[src/rtl/comm_buffer_arbiter.sv]
// comm_buffer_arbiter: round-robin arbiter with atomic lock sharing one buffer port between requesters A and B
module comm_buffer_arbiter #(
  parameter int ADDR_W = 8,
  parameter int DATA_W = 4,
  parameter int READ_LAT = 1
) (
  input  logic              clk,
  input  logic              rst,
  input  logic              a_req,
  input  logic              a_we,
  input  logic              a_lock,
  input  logic [ADDR_W-1:0] a_addr,
  input  logic [DATA_W-1:0] a_wdata,
  output logic              a_gnt,
  output logic              a_rvalid,
  output logic [DATA_W-1:0] a_rdata,
  input  logic              b_req,
  input  logic              b_we,
  input  logic              b_lock,
  input  logic [ADDR_W-1:0] b_addr,
  input  logic [DATA_W-1:0] b_wdata,
  output logic              b_gnt,
  output logic              b_rvalid,
  output logic [DATA_W-1:0] b_rdata,
  output logic [ADDR_W-1:0] buf_addr,
  output logic [DATA_W-1:0] buf_wdata,
  output logic              buf_we,
  output logic              buf_re,
  input  logic [DATA_W-1:0] buf_rdata,
  output logic              busy
);
  typedef enum logic [1:0] {IDLE, ISSUE, RD_WAIT} state_t;
  state_t state, stateNext;
  logic lockHeld, lockB, lastB, capWe, capLock, capB;
  logic [1:0] latCnt;
  logic aAct, bAct, pickB, issueNow, rdDone, lockNext, busyNext;
  logic selWe, selLock;
  logic [ADDR_W-1:0] selAddr;
  logic [DATA_W-1:0] selWdata;
  // Arbitration (a held lock masks the other side) and next-state selection
  always_comb begin
    aAct = a_req && !(lockHeld && lockB);
    bAct = b_req && !(lockHeld && !lockB);
    pickB = bAct && (!aAct || !lastB);
    issueNow = (state == IDLE) && (aAct || bAct);
    rdDone = latCnt == 2'(READ_LAT - 1);
    selWe = pickB ? b_we : a_we;
    selLock = pickB ? b_lock : a_lock;
    selAddr = pickB ? b_addr : a_addr;
    selWdata = pickB ? b_wdata : a_wdata;
    stateNext = state;
    case (state)
      IDLE:    stateNext = issueNow ? ISSUE : IDLE;
      ISSUE:   stateNext = capWe ? IDLE : RD_WAIT;
      RD_WAIT: stateNext = rdDone ? IDLE : RD_WAIT;
      default: stateNext = IDLE;
    endcase
    lockNext = (state == ISSUE) ? capLock : lockHeld;
    busyNext = (stateNext != IDLE) || lockNext;
  end
  // State register
  always_ff @(posedge clk) begin
    if (rst) state <= IDLE;
    else state <= stateNext;
  end
  // Registered outputs, captured access, lock and round-robin bookkeeping
  always_ff @(posedge clk) begin
    if (rst) begin
      a_gnt <= 1'b0;
      b_gnt <= 1'b0;
      a_rvalid <= 1'b0;
      b_rvalid <= 1'b0;
      a_rdata <= '0;
      b_rdata <= '0;
      buf_addr <= '0;
      buf_wdata <= '0;
      buf_we <= 1'b0;
      buf_re <= 1'b0;
      busy <= 1'b0;
      lockHeld <= 1'b0;
      lockB <= 1'b0;
      lastB <= 1'b1;
      capWe <= 1'b0;
      capLock <= 1'b0;
      capB <= 1'b0;
      latCnt <= '0;
    end else begin
      a_gnt <= 1'b0;
      b_gnt <= 1'b0;
      buf_we <= 1'b0;
      buf_re <= 1'b0;
      a_rvalid <= 1'b0;
      b_rvalid <= 1'b0;
      busy <= busyNext;
      if (issueNow) begin
        capB <= pickB;
        lastB <= pickB;
        capWe <= selWe;
        capLock <= selLock;
        a_gnt <= !pickB;
        b_gnt <= pickB;
        buf_we <= selWe;
        buf_re <= !selWe;
        buf_addr <= selAddr;
        buf_wdata <= selWdata;
      end
      if (state == ISSUE) begin
        lockHeld <= capLock;
        lockB <= capB;
        latCnt <= '0;
      end
      if (state == RD_WAIT) begin
        latCnt <= latCnt + 2'd1;
        if (rdDone && capB) begin
          b_rvalid <= 1'b1;
          b_rdata <= buf_rdata;
        end
        if (rdDone && !capB) begin
          a_rvalid <= 1'b1;
          a_rdata <= buf_rdata;
        end
      end
    end
  end
endmodule

[config.mk]
export PLATFORM = sky130hd
export DESIGN_NAME = comm_buffer_arbiter
export DESIGN_NICKNAME = d
export VERILOG_FILES = /design/src/rtl/comm_buffer_arbiter.sv
export SDC_FILE = /design/constraint.sdc
export NUM_CORES = 1
export LEC_CHECK = 0
export ABC_AREA = 1
export CORE_AREA = 2 2 70 105
export DETAILED_ROUTE_END_ITERATION = 7
export DIE_AREA = 0 0 72 107
export PLACE_DENSITY_LB_ADDON = 0.25
export SYNTH_ARGS = -nofsm -noshare
export SYNTH_HDL_FRONTEND = slang
export SYNTH_SLANG_ARGS = --single-unit
[constraint.sdc]
create_clock -name clk -period 1.42 [get_ports clk]
set_input_delay 0.284 -clock clk [delete_from_list [all_inputs] [get_ports clk]]
set_output_delay 0.284 -clock clk [all_outputs]
set_load 0.01 [all_outputs]
==> results of run 1 <==
[final cells by class]
type / count / area (sq um)
Tap cell: 78 / 97.6
Inverter: 33 / 126
Clock inverter: 2 / 10.0
Sequential cell: 37 / 742
Multi-Input combinational cell: 160 / 828
Fill cell: 744 / 4200
Timing Repair Buffer: 73 / 731
Clock buffer: 6 / 72.6
[state kept, by name, summed over array words and instances (netlist names), 2 cells and up]
| register | cells |
|---|---|
| a_rdata | 4 |
| buf_addr | 8 |
| state | 2 |
| buf_wdata | 4 |
| b_rdata | 4 |
| latCnt | 2 |
[cells by family (layout without fill, tap and decap cells)]
group	after synthesis	count (layout)	share of synthesized area
AO/OA/AOI/OAI	35	35	0.128
buffers and inverters	42	114	0.118
adder cells (fa/ha/maj)	5	5	0.0355
AND/OR/NAND/NOR	120	120	0.299
flip-flops	37	37	0.420
[tightest hold or removal path: stages, from the launching register on]
cell,delay [ns]
dfxtp_1,0.31
inv_1,0.04
a21oi_1,0.04
[cells in the final DEF, fill, tap and decap left out]
master / Yosys / routed
nand3_1: 17 / 16
nand2_2: 4 / 4
nand3_2: 0 / 1
a21boi_1: 7 / 7
clkdlybuf4s50_1: 0 / 35
a21oi_1: 7 / 7
nor3_2: 0 / 1
a21oi_2: 1 / 1
buf_4: 3 / 7
nand2_1: 52 / 52
dlygate4sd2_1: 0 / 24
a21oi_4: 1 / 1
dfxtp_2: 0 / 1
a211oi_1: 1 / 1
inv_4: 1 / 1
clkbuf_1: 0 / 1
nand2_4: 3 / 3
ha_1: 5 / 4
clkbuf_8: 0 / 5
nor2_4: 1 / 1
nand3_4: 1 / 1
o22ai_1: 1 / 1
ha_2: 0 / 1
inv_1: 32 / 32
o21ai_0: 11 / 11
buf_12: 0 / 4
clkinv_2: 0 / 2
a21boi_0: 6 / 6
nor2_1: 41 / 41
dlymetal6s2s_1: 0 / 3
dfxtp_1: 37 / 36
[how the worst max path moves through the flow]
stage,cells past startpoint,endpoint,startpoint
2_1_floorplan,7,a_rdata[0],state[0]
3_3_place_gp,7,buf_wdata[1],a_req
3_5_place_dp,7,buf_wdata[1],a_req
4_1_cts,1,b_rvalid,b_rvalid
5_1_grt,8,buf_addr[7],state[1]
6_report,8,buf_wdata[1],state[1]
[metrics by stage]
stage          power, mW  instances  setup TNS (ns)
2_1_floorplan       1.73        239               0
3_3_place_gp        2.12        381           -1.99
3_5_place_dp        2.13        381           -2.28
4_1_cts             2.79        389               0
5_1_grt             2.96        389          -0.108
6_report            2.75        389               0
[power groups by stage]
stage          clock network, mW  registers [mW]  logic, mW
6_report                   0.705            1.22      0.823
5_1_grt                    0.781            1.23      0.939
4_1_cts                    0.735            1.22      0.832
3_5_place_dp                   0            1.25      0.882
3_3_place_gp                   0            1.25      0.876
2_1_floorplan                  0            1.27      0.457
[metal layers]
layer,vias to the layer above,track usage,wire [microns]
met5,-,0,0
met4,0,0.0606,98
met3,7,0.0226,174
met2,44,0.205,2080
met1,701,0.132,1670
li1,880,-,-
==> flow_summary.toml, run 1 <==
[sta]
maxSlewViolCount = 0
hold_violations = 0
timing.final.ws_setup_ns = 0.0877
slew_headroom = 0.834
fmax_mhz = 751
worst_pin_slew_ns = 0.247
skew_ns = 0.00523
period_share = 0.938
period_minus_slack_ns = 1.33
holdWs_ns = 0.438
rsz0062_at_grt = "true"
finalSetupViolations = 0

[cts]
cts_buffer_depth = 2
clockRootBuffer = "clkbuf_8"
clock-sinks = 37
numCtsBuffers = 5
htreeDepth = 2
hold_buffers = 0
cts_tree = "built"
clk_pin_slew_ns = 0.07
cts_setup_buffers = 0
cts_resized = 24
clkLatencyLatePin_ns = 0.29

[worst_setup_path]
crit_family = "flip-flops"
r2r_start = "state[1]"
critical_path_class = "reg2reg"
crit_slowest_cell = "dfxtp_1"
r2r_end = "buf_wdata[1]"
crit_chain = "inv_1 -> ha_2 -> inv_1 -> a21oi_4 -> buf_4 -> nand2_1 -> nor2_1 -> nor2_1"
slowest_delay_ns = 0.34
regToRegSetupSlack_ns = 0.09
crit_fanout = 6
arrival_ns = 1.51
cp.required_ns = 1.60
end_kind = "flip-flop"
path_buf_inv = 3
crit_path_start_kind = "flip-flop"
reg2reg_depth = 8

[pwr]
pwr-share-seq = 0.444
p_comb_frac = 0.299
swShare = 0.310
ir_worst_vdd_v = 0.000365
clock_power_share = 0.257
p_sw_mw = 0.850
cellPowerDensity_nw_per_um2 = 1050
p_int_mw = 1.90
leakage_nw = 1.31

[job]
cap_violations = 0

[synth]
syn_inst = 239
yosys.area.top_type = "dfxtp_1"
seq_area_frac_synth = 0.420
async_reset_ff_frac = 0
synth_fp_nets = 280
synth_top_area_frac = 0.420
ys_warn_count = 0
synthFlopType = "dfxtp_1"
synth_commonest_cells = "nand2_1, nor2_1, dfxtp_1, inv_1, nand3_1"
synth_most_common_cell = "nand2_1"
synth.distinct_cells = 24
syn_area_sq_um = 1760
synthTopCellsByArea = "dfxtp_1, nand2_1, nor2_1"
synth_seq_cells = 37
synth.avg_cell_area_sq_um = 7.38
synth_edf_count = 0

[worst_hold_path]
holdPathStages = 2
min_path_type = "reg2reg"
min-delay-start = "b_rdata[2]"
holdPathEnd = "b_rdata[2]"

[global_route]
antenna_found_initial = 0
grt_max_degree = 27
grt_usage = 0.117
overflow = 0
grt_pass1_vias = 1565
grt_pass1_wl_microns = 6990

[final_layout]
drive_gt1_frac = 0.109
area.growth.synth_to_final_pct = 47.8
fin_nets = 351
antenna_cells = 0
fin_util = 0.383
finish.instance_area_sq_um = 2610

[run_status]
outcome = "complete, no violations"

[placement]
pre_cts_slack_ns = -0.173
gp_congestion = 0.741
dpl.hpwl_microns = 3150
port_buffers = 62
dpl-instance-area_sq_um = 2530

[die]
dieArea_sq_um = 7700
core_area_sq_um = 6810
dieHeight_microns = 107
rows = 37
start_util = 0.259
die_w_microns = 72
pin_count = 63

[route]
drcViolationCount = 0
ant_nets = 0
finalWirelength_microns = 4020
drtIter0Drc = 61
vias = 1632
wl_per_cell_microns = 10.3
first_pass_iters = 4
via_per_inst = 4.20
(Power assumes the default switching activity.)
==> run 2, diff against run 1 <==
- clock period: 1.42 -> 1.6 ns (I/O delays scaled with it)
==> flow_summary.toml, run 2 (synthesis results as in run 1) <==
[worst_hold_path]
min-delay-start = "b_rdata[3]"
min_path_type = "reg2reg"

[final_layout]
regMostFlops = "buf_addr"
drive_gt1_frac = 0.0909
antenna_cells = 0
final_common_cell = "clkdlybuf4s50_1"
layout_common_cells = "clkdlybuf4s50_1, nand2_1, nor2_1"
fin_nets = 348
fill_cells = 714
final-seq-area_sq_um = 741
largest_register_ffs = 8
multi_input_area_sq_um = 816
area.growth.synth_to_final_pct = 48.1

[global_route]
grt.busiest_layer = "met2"
use_met1 = 0.127
grt_pass1_vias = 1537
overflow = 0
antenna_found_initial = 0
met3_usage = 0.0244
grtUsageMet2 = 0.202
grt_pass1_wl_microns = 6810
grt_usage = 0.114
grt_max_degree = 27

[sta]
slew_headroom = 0.795
finalSetupViolations = 0
fmax_mhz = 671
hold_violations = 0
period_share = 0.932
period_minus_slack_ns = 1.49
timing.final.ws_setup_ns = 0.109
holdWs_ns = 0.444
rsz0062_at_grt = "false"
worst_pin_slew_ns = 0.306
skew_ns = 0.00365
maxSlewViolCount = 0

[route]
via_per_inst = 4.16
first_pass_iters = 4
wl_per_cell_microns = 10.4
drtIter0Drc = 52
ant_nets = 0
vias = 1604
finalWirelength_microns = 4010
drcViolationCount = 0

[die]
dieHeight_microns = 107
start_util = 0.259
die_w_microns = 72
core_area_sq_um = 6810
rows = 37
pin_count = 63
dieArea_sq_um = 7700

[job]
cap_violations = 0

[cts]
cts_setup_buffers = 0
numCtsBuffers = 5
clock-sinks = 37
htreeDepth = 2
cts_tree = "built"
cts_buffer_depth = 2
hold_buffers = 0
cts_resized = 0
clockRootBuffer = "clkbuf_8"
clkLatencyLatePin_ns = 0.28
clk_pin_slew_ns = 0.07

[worst_setup_path]
crit_family = "buffers and inverters"
regToRegSetupSlack_ns = 0.22
crit_chain = "clkdlybuf4s50_1"
critical_path_class = "reg2out"
crit_start = "buf_wdata[2]"
r2r_end = "capLock"
path_depth = 1
crit_slowest_cell = "clkdlybuf4s50_1"
end_kind = "output pin"
r2r_start = "state[0]"
endpoint = "buf_wdata[2]"
slowest_delay_ns = 0.54
cp.required_ns = 1.28
path_buf_inv = 1
crit_path_start_kind = "flip-flop"
arrival_ns = 1.17
crit_fanout = 2
reg2reg_depth = 8

[pwr]
cellPowerDensity_nw_per_um2 = 979
leakage_nw = 1.15
ir_worst_vdd_v = 0.000374

[placement]
pre_cts_slack_ns = -0.0327
gp_congestion = 0.744
dpl.hpwl_microns = 3140
port_buffers = 62

[run_status]
outcome = "complete, no violations"
-- run 2: cell types whose count changed in the layout (fill, tap and decap cells not counted), moves of 2 or more --
cell / change
clkbuf_8: +2
dlygate4sd2_1: -24
dlymetal6s2s_1: -3
clkdlybuf4s50_1: +27
buf_4: -3
-- run 2: area by class of cell --
cell class,count,share of cell area
Clock buffer,7,0.0369
Tap cell,78,0.0374
Multi-Input combinational cell,160,0.312
Clock inverter,1,0.00192
Sequential cell,37,0.284
Timing Repair Buffer,70,0.280
Inverter,33,0.0484
-- run 2: power by group --
group / total (mW) / internal [mW] / switching, mW / leakage (nW)
Clock: 0.714 / 0.389 / 0.325 / 0.0542
Combinational: 0.759 / 0.391 / 0.367 / 0.794
Sequential: 1.08 / 1.03 / 0.0593 / 0.304
-- run 2: worst register-to-register path: stages (launching register included) --
cell     delay, ns
dfxtp_1       0.34
inv_1         0.09
ha_1          0.26
inv_1         0.10
a21oi_4       0.13
buf_4         0.16
nand2_1       0.05
nor2_1        0.11
nor2_1        0.05
-- run 2: worst min path at each step --
stage,to,depth (start not counted)
6_report,b_rdata[3],2
5_1_grt,b_rdata[1],2
4_1_cts,b_rdata[1],2
3_5_place_dp,b_rdata[1],2
3_3_place_gp,b_rdata[2],2
2_1_floorplan,latCnt[0],1
-- run 2: per-layer routing --
metal / part of all wire / wire length [microns] / vias to the layer above
met5: 0 / 0 / -
met4: 0.016 / 65 / 0
met3: 0.037 / 150 / 4
met2: 0.54 / 2150 / 42
met1: 0.41 / 1640 / 685
li1: - / - / 873
-- run 2: metrics by stage --
step	TNS (ns)	util	instances	cell area, sq um	total power, mW
6_report	0	0.384	386	2610	2.56
5_1_grt	0	0.384	386	2610	2.73
4_1_cts	0	0.384	386	2610	2.61
3_5_place_dp	-0.0574	0.369	378	2510	1.88
3_3_place_gp	-0.0214	0.369	378	2510	1.87
2_1_floorplan	0	-	239	1760	1.54
